[src/rtl/dll_tx_pkg.sv]
// Shared Data Link TX types: DLLP scheduler state encoding and DLLP field widths.
package dll_tx_pkg;

    typedef enum logic [1:0] {
        IDLE = 2'd0,
        CALC = 2'd1,
        HOLD = 2'd2
    } dllp_sched_state_t;

    localparam int DLLP_BODY_W = 32;
    localparam int DLLP_CRC_W  = 16;
    localparam int DLLP_W      = 48;

endpackage

[src/rtl/rr_arbiter.sv]
// Round-robin pick: first set req at or after ptr, wrapping; one-hot gnt plus binary idx.
// Latency: purely combinational, zero cycles.
// Backpressure: none; the caller decides when a pick is consumed and advances ptr.
module rr_arbiter #(
    parameter int N  = 3,
    parameter int IW = (N > 1) ? $clog2(N) : 1
) (
    input  logic [N-1:0]  req,
    input  logic [IW-1:0] ptr,
    output logic [N-1:0]  gnt,
    output logic [IW-1:0] idx
);

    always_comb begin
        int   c;
        logic found;
        gnt   = '0;
        idx   = '0;
        found = 1'b0;
        c     = 0;
        for (int k = 0; k < N; k++) begin
            c = (int'(ptr) + k) % N;
            if (!found && req[c]) begin
                found  = 1'b1;
                gnt[c] = 1'b1;
                idx    = IW'(c);
            end
        end
    end

endmodule

[src/rtl/dllp_crc_scheduler.sv]
// Shares one DLLP CRC engine between NUM_REQ sources round-robin; emits {body, crc} on valid/ready.
// Latency: grant in the cycle req is seen in IDLE, dllp_valid two cycles later; one DLLP in flight.
// Backpressure: dllp_ready low parks the DLLP in HOLD indefinitely and blocks further grants.
module dllp_crc_scheduler
    import dll_tx_pkg::*;
#(
    parameter int NUM_REQ = 3,
    parameter int CNT_W   = 16
) (
    input  logic                           clk,
    input  logic                           rst,
    input  logic [NUM_REQ-1:0]             req,
    input  logic [NUM_REQ*DLLP_BODY_W-1:0] req_data,
    output logic [NUM_REQ-1:0]             gnt,
    output logic                           crc_en,
    output logic [DLLP_BODY_W-1:0]         crc_data,
    input  logic [DLLP_CRC_W-1:0]          crc_result,
    output logic                           dllp_valid,
    input  logic                           dllp_ready,
    output logic [DLLP_W-1:0]              dllp_out,
    output logic                           busy,
    output logic [CNT_W-1:0]               dllp_cnt
);

    localparam int PW = (NUM_REQ > 1) ? $clog2(NUM_REQ) : 1;

    dllp_sched_state_t      state;
    logic [PW-1:0]          ptr;
    logic [PW-1:0]          arb_idx;
    logic [PW-1:0]          ptr_nxt;
    logic [NUM_REQ-1:0]     arb_gnt;
    logic [DLLP_BODY_W-1:0] body_q;
    logic [DLLP_BODY_W-1:0] sel_body;

    rr_arbiter #(
        .N  (NUM_REQ),
        .IW (PW)
    ) u_arb (
        .req (req),
        .ptr (ptr),
        .gnt (arb_gnt),
        .idx (arb_idx)
    );

    always_comb begin
        sel_body = '0;
        for (int i = 0; i < NUM_REQ; i++)
            if (arb_gnt[i]) sel_body = req_data[i*DLLP_BODY_W +: DLLP_BODY_W];
    end

    assign ptr_nxt  = (arb_idx == PW'(NUM_REQ - 1)) ? '0 : arb_idx + PW'(1);
    // Grant is only meaningful in IDLE; masked during reset so a held req cannot leak a pulse.
    assign gnt      = (rst && state == IDLE) ? arb_gnt : '0;
    assign busy     = (state != IDLE);
    // The captured body doubles as the engine input, so it holds its value outside CALC.
    assign crc_data = body_q;

    always_ff @(posedge clk or negedge rst) begin
        if (!rst) begin
            state      <= IDLE;
            ptr        <= '0;
            body_q     <= '0;
            crc_en     <= 1'b0;
            dllp_valid <= 1'b0;
            dllp_out   <= '0;
            dllp_cnt   <= '0;
        end else begin
            case (state)
                IDLE: begin
                    if (|req) begin
                        body_q <= sel_body;
                        ptr    <= ptr_nxt;
                        crc_en <= 1'b1;
                        state  <= CALC;
                    end
                end
                CALC: begin
                    dllp_out   <= {body_q, crc_result};
                    dllp_valid <= 1'b1;
                    crc_en     <= 1'b0;
                    state      <= HOLD;
                end
                HOLD: begin
                    if (dllp_ready) begin
                        dllp_valid <= 1'b0;
                        dllp_cnt   <= dllp_cnt + CNT_W'(1);
                        state      <= IDLE;
                    end
                end
                default: state <= IDLE;
            endcase
        end
    end

endmodule

[config.mk]
export PLATFORM = sky130hd
export DESIGN_NAME = dllp_crc_scheduler
export DESIGN_NICKNAME = d
export VERILOG_FILES = /design/src/rtl/dll_tx_pkg.sv /design/src/rtl/rr_arbiter.sv /design/src/rtl/dllp_crc_scheduler.sv
export SDC_FILE = /design/constraint.sdc
export NUM_CORES = 1
export LEC_CHECK = 0
export BUFFER_PORTS_ARGS = -buffer_cell sky130_fd_sc_hd__buf_2
export CAP_MARGIN = 25
export CORE_ASPECT_RATIO = 1.75
export CORE_UTILIZATION = 43
export DETAILED_ROUTE_END_ITERATION = 6
export HOLD_SLACK_MARGIN = 0.06
export PLACE_DENSITY_LB_ADDON = 0.08
export SLEW_MARGIN = 20
export SYNTH_ARGS = -nofsm -noshare
export SYNTH_HDL_FRONTEND = slang
export SYNTH_HIERARCHICAL = 1
export SYNTH_SLANG_ARGS = --single-unit
[constraint.sdc]
create_clock -name clk -period 2.8 [get_ports clk]
set_clock_uncertainty 0.05 [all_clocks]
set_input_delay 0.56 -clock clk [delete_from_list [all_inputs] [get_ports clk]]
set_output_delay 0.56 -clock clk [all_outputs]
set_load 0.005 [all_outputs]
==> results of run 1 <==
path summary, 6_finish.rpt:
path | end | start | slack (ns) | cells past startpoint
worst max-delay path | gnt[0] | ptr[1]$_DFFE_PN0P_ | 0.02 | 8
worst min register to register | dllp_cnt[15]$_DFFE_PN0P_ | dllp_cnt[15]$_DFFE_PN0P_ | 0.42 | 1
min in group clk | dllp_out[2]$_DFFE_PN0P_ | crc_result[2] | 0.38 | 2
max in group asynchronous | ptr[1]$_DFFE_PN0P_ | rst | 1.70 | 2
worst max register to register | crc_data[26]$_DFFE_PN0P_ | ptr[1]$_DFFE_PN0P_ | 0.19 | 10
worst min-delay path | dllp_out[2]$_DFFE_PN0P_ | rst | 0.09 | 1
worst max-delay path, delay by kind of cell (launching register included):
family                     cells  cell delay [ns]
and+or+nand+nor                3             0.68
AOI/OAI and AO/OA              2             0.32
adders and majority gates      1             0.15
DFF                            1             0.45
buffers and inverters          2             0.23
per-stage QoR:
step	worst slack, ns	std cells	utilization	area [sq um]
2_1_floorplan	0.0335	424	-	4800
3_3_place_gp	0.179	754	0.561	6040
3_5_place_dp	0.0311	754	0.561	6040
4_1_cts	0.000624	773	0.596	6410
5_1_grt	-0.0854	778	0.602	6480
6_report	0.0180	779	0.602	6480
cell families after synthesis:
group	share of synthesized area
and+or+nand+nor	0.125
DFF	0.532
AOI/OAI and AO/OA	0.143
muxes	0.124
buffers and inverters	0.0365
xor gates and xnor gates	0.0274
adders and majority gates	0.0130
Yosys cell counts, drive strengths merged, types with 2 or more instances:
| cell type | number | area, sq um |
|---|---|---|
| a21oi | 4 | 20.0 |
| a221oi | 33 | 289 |
| a31oi | 2 | 12.5 |
| and2b | 2 | 15.0 |
| and3 | 6 | 37.5 |
| buf | 13 | 73.8 |
| clkbuf | 18 | 67.6 |
| dfrtp | 102 | 2550 |
| ha | 5 | 62.6 |
| inv | 9 | 33.8 |
| mux2 | 50 | 563 |
| mux2i | 3 | 30.0 |
| nand2 | 50 | 188 |
| nand2b | 5 | 31.3 |
| nand3 | 3 | 15.0 |
| nand4 | 4 | 25.0 |
| nor2 | 9 | 33.8 |
| nor2b | 33 | 206 |
| nor3 | 2 | 10.0 |
| o21ai | 12 | 60.1 |
| o22ai | 3 | 18.8 |
| o31ai | 33 | 253 |
| xnor2 | 13 | 114 |
| xor2 | 2 | 17.5 |
state kept, by name (all words and copies together) (netlist names):
register and count:
dllp_out 48, crc_data 32, dllp_cnt 16, ptr 2, state 2, crc_en 1, dllp_valid 1
area by class of cell:
type	instances	area [sq um]
antenna	5	12.5
clock buffer	9	225
clock inverter	6	72.6
fill	957	4280
inverter	9	33.8
multi-input combinational	282	2170
sequential	102	2550
tap	130	163
timing repair buffer	236	1250
repair_timing:
action / CTS / global route
pin swaps: 3 / 3
cloned: 0 / 0
gates resized for setup: 8 / 13
buffers inserted: 4 / 1
endpoints found under the setup margin: 3 / 26
per-layer routing:
metal | vias to the layer above | wire length, um | track usage
li1 | 1967 | - | -
met1 | 2004 | 4750 | 0.249
met2 | 150 | 7230 | 0.413
met3 | 26 | 685 | 0.0508
met4 | 0 | 318 | 0.0979
met5 | - | 0 | 0
layout by cell type, fill, tap and decap left out, drive strengths merged, types with 4 or more instances in the layout:
| cell | Yosys | layout |
|---|---|---|
| o31ai | 33 | 33 |
| dfrtp | 102 | 102 |
| clkbuf | 18 | 9 |
| and3 | 6 | 6 |
| a221oi | 33 | 33 |
| nand2b | 5 | 5 |
| xnor2 | 13 | 13 |
| nand4 | 4 | 4 |
| ha | 5 | 5 |
| nor2 | 9 | 9 |
| nand2 | 50 | 50 |
| a21oi | 4 | 4 |
| inv | 9 | 10 |
| o21ai | 12 | 12 |
| diode | 0 | 5 |
| mux2 | 50 | 50 |
| nor2b | 33 | 33 |
| buf | 13 | 236 |
power by group through the flow:
stage	Sequential (mW)	Combinational [mW]	Clock (mW)
5_1_grt	2.59	4.33	1.35
3_3_place_gp	2.50	3.63	0
4_1_cts	2.50	3.86	1.28
2_1_floorplan	2.52	2.37	0
6_report	2.49	3.92	1.25
3_5_place_dp	2.52	3.75	0
==> flow_metrics.py, run 1 <==
metrics = {
    "logic_synthesis": {
        "ys.flop_type": "dfrtp_1",
        "yosysUniqueCellTypes": 37,
        "ys_ff_latch": 102,
        "ys_warn_count": 6,
        "synth_edf_count": 0,
        "async_flop_share": 1.00,
        "seq_area_frac_synth": 0.532,
        "synth.avg_cell_area_sq_um": 11.3,
        "syn_area_sq_mm": 0.00480,
        "syn_nets": 547,
        "syn_inst": 424,
    },
    "sta": {
        "rsz0062_at_grt": "yes",
        "fin_tns_setup_ns": 0,
        "maxSlewHeadroom": 0.568,
        "fmax_ghz": 0.359,
        "setup_violations": 0,
        "drv_slew": 0,
        "period_minus_slack_ns": 2.78,
        "min_period_over_period": 0.994,
        "timing.hold.ws_ns": 0.0895,
        "final_hold_viol_count": 0,
        "worst_slew_pin_slew_ns": 0.648,
    },
    "floorplanning": {
        "die_x_um": 81.9,
        "fp-row-count": 50,
        "die-area_sq_mm": 0.0116,
        "start_util": 0.446,
        "core_area_sq_mm": 0.0108,
        "ios": 220,
        "die_y_um": 142,
    },
    "routing": {
        "vias": 4147,
        "dr.pass1.iters": 4,
        "ant_nets": 0,
        "drt-wirelength-per-cell_um": 16.7,
        "first_iter_violations": 180,
        "drcViolationCount": 0,
        "finalWirelength_um": 13000,
        "vias_per_cell": 5.32,
    },
    "power_and_ir_drop": {
        "pwr-share-seq": 0.325,
        "leakage_nw": 3.20,
        "intPower_mw": 4.74,
        "power_frac_comb": 0.512,
        "power.switching_mw": 2.92,
        "power.total_mw": 7.66,
        "power.share.clock": 0.163,
        "p_sw_frac": 0.381,
        "p_per_area_mw_per_mm2": 1180,
        "peakVddDrop_uv": 721,
    },
    "run_status": {
        "outcome": "finished, final reports clean",
    },
    "worst_setup_path": {
        "crit_type": "reg -> out",
        "critPathRequiredTime_ns": 2.19,
        "end_kind": "primary output",
        "cp_slowest_cell": "dfrtp_2",
        "critical_path.max_fanout": 4,
        "slowest_delay_ns": 0.45,
        "cp-start-kind": "flip-flop",
        "crit_chain": "inv_2, ha_4, or3b_4, o22ai_1, nand3_1, a31oi_2, and3_1, buf_2",
        "critPathArrivalTime_ns": 2.17,
    },
    "cts": {
        "postCtsHoldBufs": 0,
        "ctsRootBufferMaster": "clkbuf_16",
        "path_clk_slew_ns": 0.07,
        "cts_made_buffers": 9,
        "cts_tree": "yes",
        "numClockSinks": 102,
        "cts_max_path_buffers": 2,
        "clkLatencyLatePin_ns": 0.34,
        "htree_num_levels": 3,
    },
    "grt": {
        "grt-ovfl-total": 0,
        "grt_pass1_vias": 4104,
        "antenna_found_initial": 4,
        "track_usage": 0.229,
        "grt_start_max_net_pins": 51,
        "grt_first_pass_wirelength_um": 20000,
    },
    "finish": {
        "areaGrowthSynthToFinish_pct": 35.0,
        "drive_gt1_frac": 0.489,
        "fin_nets": 763,
    },
    "run": {
        "cap_violations": 0,
    },
    "placed_design": {
        "place.gp.congestion": 0.871,
        "dp_hpwl_um": 9610,
        "portBuffers": 219,
    },
    "min_path": {
        "hold_path_class": "in -> async",
    },
}
Note: power is estimated with default switching activity, not from simulation.
==> run 2, diff against run 1 <==
--- a/config.mk
+++ b/config.mk
@@ -8,7 +8,7 @@
 export BUFFER_PORTS_ARGS = -buffer_cell sky130_fd_sc_hd__buf_2
 export CAP_MARGIN = 25
 export CORE_ASPECT_RATIO = 1.75
-export CORE_UTILIZATION = 43
+export CORE_UTILIZATION = 51
 export DETAILED_ROUTE_END_ITERATION = 6
 export HOLD_SLACK_MARGIN = 0.06
 export PLACE_DENSITY_LB_ADDON = 0.08
==> constraint.sdc (replaced) <==
create_clock -name clk -period 3.35 [get_ports clk]
set_clock_uncertainty 0.05 [all_clocks]
set_input_delay 0.67 -clock clk [delete_from_list [all_inputs] [get_ports clk]]
set_output_delay 0.67 -clock clk [all_outputs]
set_load 0.005 [all_outputs]
==> run 2 against run 1 <==
Net effect: critical path type unchanged; combinational power is 22% lower; wire length is 1.5% lower; worst setup slack better by 0.17 ns; sequential cell count stayed put; hold slack better by 0.048 ns; clock power is 5% lower.
==> flow_metrics.py, run 2 (synthesis results as in run 1) <==
metrics = {
    "sta": {
        "period_minus_slack_ns": 3.16,
        "setup_violations": 0,
        "fin_tns_setup_ns": 0,
        "rsz0062_at_grt": "no",
        "maxSlewHeadroom": 0.337,
        "fmax_ghz": 0.316,
        "drv_slew": 0,
        "min_period_over_period": 0.944,
        "worst_slew_pin_slew_ns": 0.994,
        "final_hold_viol_count": 0,
    },
    "finish": {
        "fin_nets": 756,
        "diodes": 0,
        "drive_gt1_frac": 0.469,
        "largest_reg_flops": 48,
        "largest-register": "dllp_out",
        "areaGrowthSynthToFinish_pct": 32.3,
        "layoutNonFillerInstCount": 758,
        "layout_common_cells": "buf_2 (218), dfrtp_1 (102), nand2_1 (50)",
        "layout_commonest_cell": "buf_2",
    },
    "worst_setup_path": {
        "r2r-end": "crc_data[12]$_DFFE_PN0P_",
        "end_kind": "primary output",
        "r2r_slack_ns": 0.46,
        "critPathRequiredTime_ns": 2.63,
        "critPathArrivalTime_ns": 2.44,
        "critical_path.max_fanout": 10,
        "cp-start-kind": "flip-flop",
        "crit_type": "reg -> out",
        "reg2reg_from": "ptr[0]$_DFFE_PN0P_",
        "reg2regPathDepth": 10,
    },
    "grt": {
        "grt_start_max_net_pins": 64,
        "grt-ovfl-total": 0,
        "track_usage": 0.258,
        "grt_first_pass_wirelength_um": 19000,
        "grt_pass1_vias": 4044,
        "antenna_found_initial": 0,
    },
    "cts": {
        "path_clk_slew_ns": 0.07,
        "htree_num_levels": 3,
        "numClockSinks": 102,
        "cts_tree": "yes",
        "ctsRootBufferMaster": "clkbuf_16",
        "cts_made_buffers": 9,
        "clkLatencyLatePin_ns": 0.34,
        "cts_max_path_buffers": 2,
        "postCtsSetupRepairBufs": 0,
    },
    "min_path": {
        "hold_path_class": "in -> async",
    },
    "routing": {
        "dr.max_layer_used": "met4",
        "wirelength_met1_um": 4710,
        "ant_nets": 0,
        "vias": 4195,
        "routed-wl-met3_um": 683,
        "dr.pass1.iters": 4,
        "drt-wirelength-per-cell_um": 16.9,
        "first_iter_violations": 225,
        "finalWirelength_um": 12800,
        "vias_per_cell": 5.53,
        "drcViolationCount": 0,
        "dr_wl_met2_um": 6970,
    },
    "power_and_ir_drop": {
        "power.switching_mw": 2.37,
        "p_sw_frac": 0.374,
        "intPower_mw": 3.97,
        "peakVddDrop_uv": 630,
        "p_per_area_mw_per_mm2": 1000,
        "power.share.clock": 0.188,
        "pwr-share-seq": 0.329,
        "leakage_nw": 3.19,
        "power_frac_comb": 0.483,
    },
    "placed_design": {
        "portBuffers": 219,
        "placed_cells": 742,
        "place.gp.congestion": 0.818,
        "dp_hpwl_um": 9380,
    },
    "floorplanning": {
        "die_y_um": 130,
        "ios": 220,
        "die-area_sq_mm": 0.00982,
        "die_x_um": 75.3,
        "start_util": 0.528,
        "fp-row-count": 46,
        "core_area_sq_mm": 0.00909,
    },
    "run_status": {
        "outcome": "finished, final reports clean",
    },
    "run": {
        "cap_violations": 0,
    },
}
-- run 2: through the flow --
step	area (sq um)	utilization	total power, mW	hold WS, ns	setup WS [ns]
after global routing	6350	0.698	6.79	0.137	0.00521
final	6350	0.698	6.35	0.138	0.189
after global placement	6000	0.660	5.04	0.409	0.582
after floorplan	4800	-	4.08	0.324	0.385
after detailed placement	6000	0.660	5.18	0.409	0.435
after CTS	6340	0.698	6.39	0.134	0.116
-- run 2: layout make-up --
type | instances | area [sq um]
Clock inverter | 7 | 118
Fill cell | 752 | 2750
Sequential cell | 102 | 2550
Inverter | 9 | 33.8
Tap cell | 120 | 150
Timing Repair Buffer | 229 | 1170
Clock buffer | 9 | 225
Multi-Input combinational cell | 282 | 2100
-- run 2: power groups by stage --
| stage | clock [mW] | sequential [mW] | combinational (mW) |
|---|---|---|---|
| floorplan | 0 | 2.11 | 1.98 |
| global placement | 0 | 2.07 | 2.97 |
| detailed placement | 0 | 2.11 | 3.08 |
| CTS | 1.21 | 2.09 | 3.09 |
| global route | 1.26 | 2.16 | 3.37 |
| finish | 1.19 | 2.09 | 3.07 |
-- run 2: per-layer routing --
metal / GRT usage / vias up
met5: 0 / -
met3: 0.0517 / 35
li1: - / 1954
met4: 0.124 / 0
met2: 0.461 / 172
met1: 0.283 / 2034
-- run 2: worst max path at each step --
| stage | startpoint | endpoint | slack [ns] | depth (start not counted) |
|---|---|---|---|---|
| floorplan | ptr[0]$_DFFE_PN0P_ | gnt[1] | 0.38 | 10 |
| global placement | ptr[0]$_DFFE_PN0P_ | gnt[0] | 0.58 | 8 |
| detailed placement | ptr[0]$_DFFE_PN0P_ | crc_data[1]$_DFFE_PN0P_ | 0.44 | 10 |
| CTS | ptr[0]$_DFFE_PN0P_ | gnt[0] | 0.12 | 8 |
| global route | ptr[0]$_DFFE_PN0P_ | gnt[0] | 0.005 | 8 |
| finish | ptr[0]$_DFFE_PN0P_ | gnt[0] | 0.19 | 8 |
-- run 2: what timing repair did --
action,4_1_cts,5_1_grt
hold buffers,0,0
resized for setup,0,2
endpoints found under the setup margin,0,2
-- run 2: worst max-delay path: stages (launching register included) --
cell	delay, ns
dfrtp_1	0.42
inv_1	0.10
ha_2	0.33
or3b_1	0.42
o22ai_1	0.19
nand3_1	0.10
a31oi_1	0.25
and3_1	0.19
buf_2	0.11
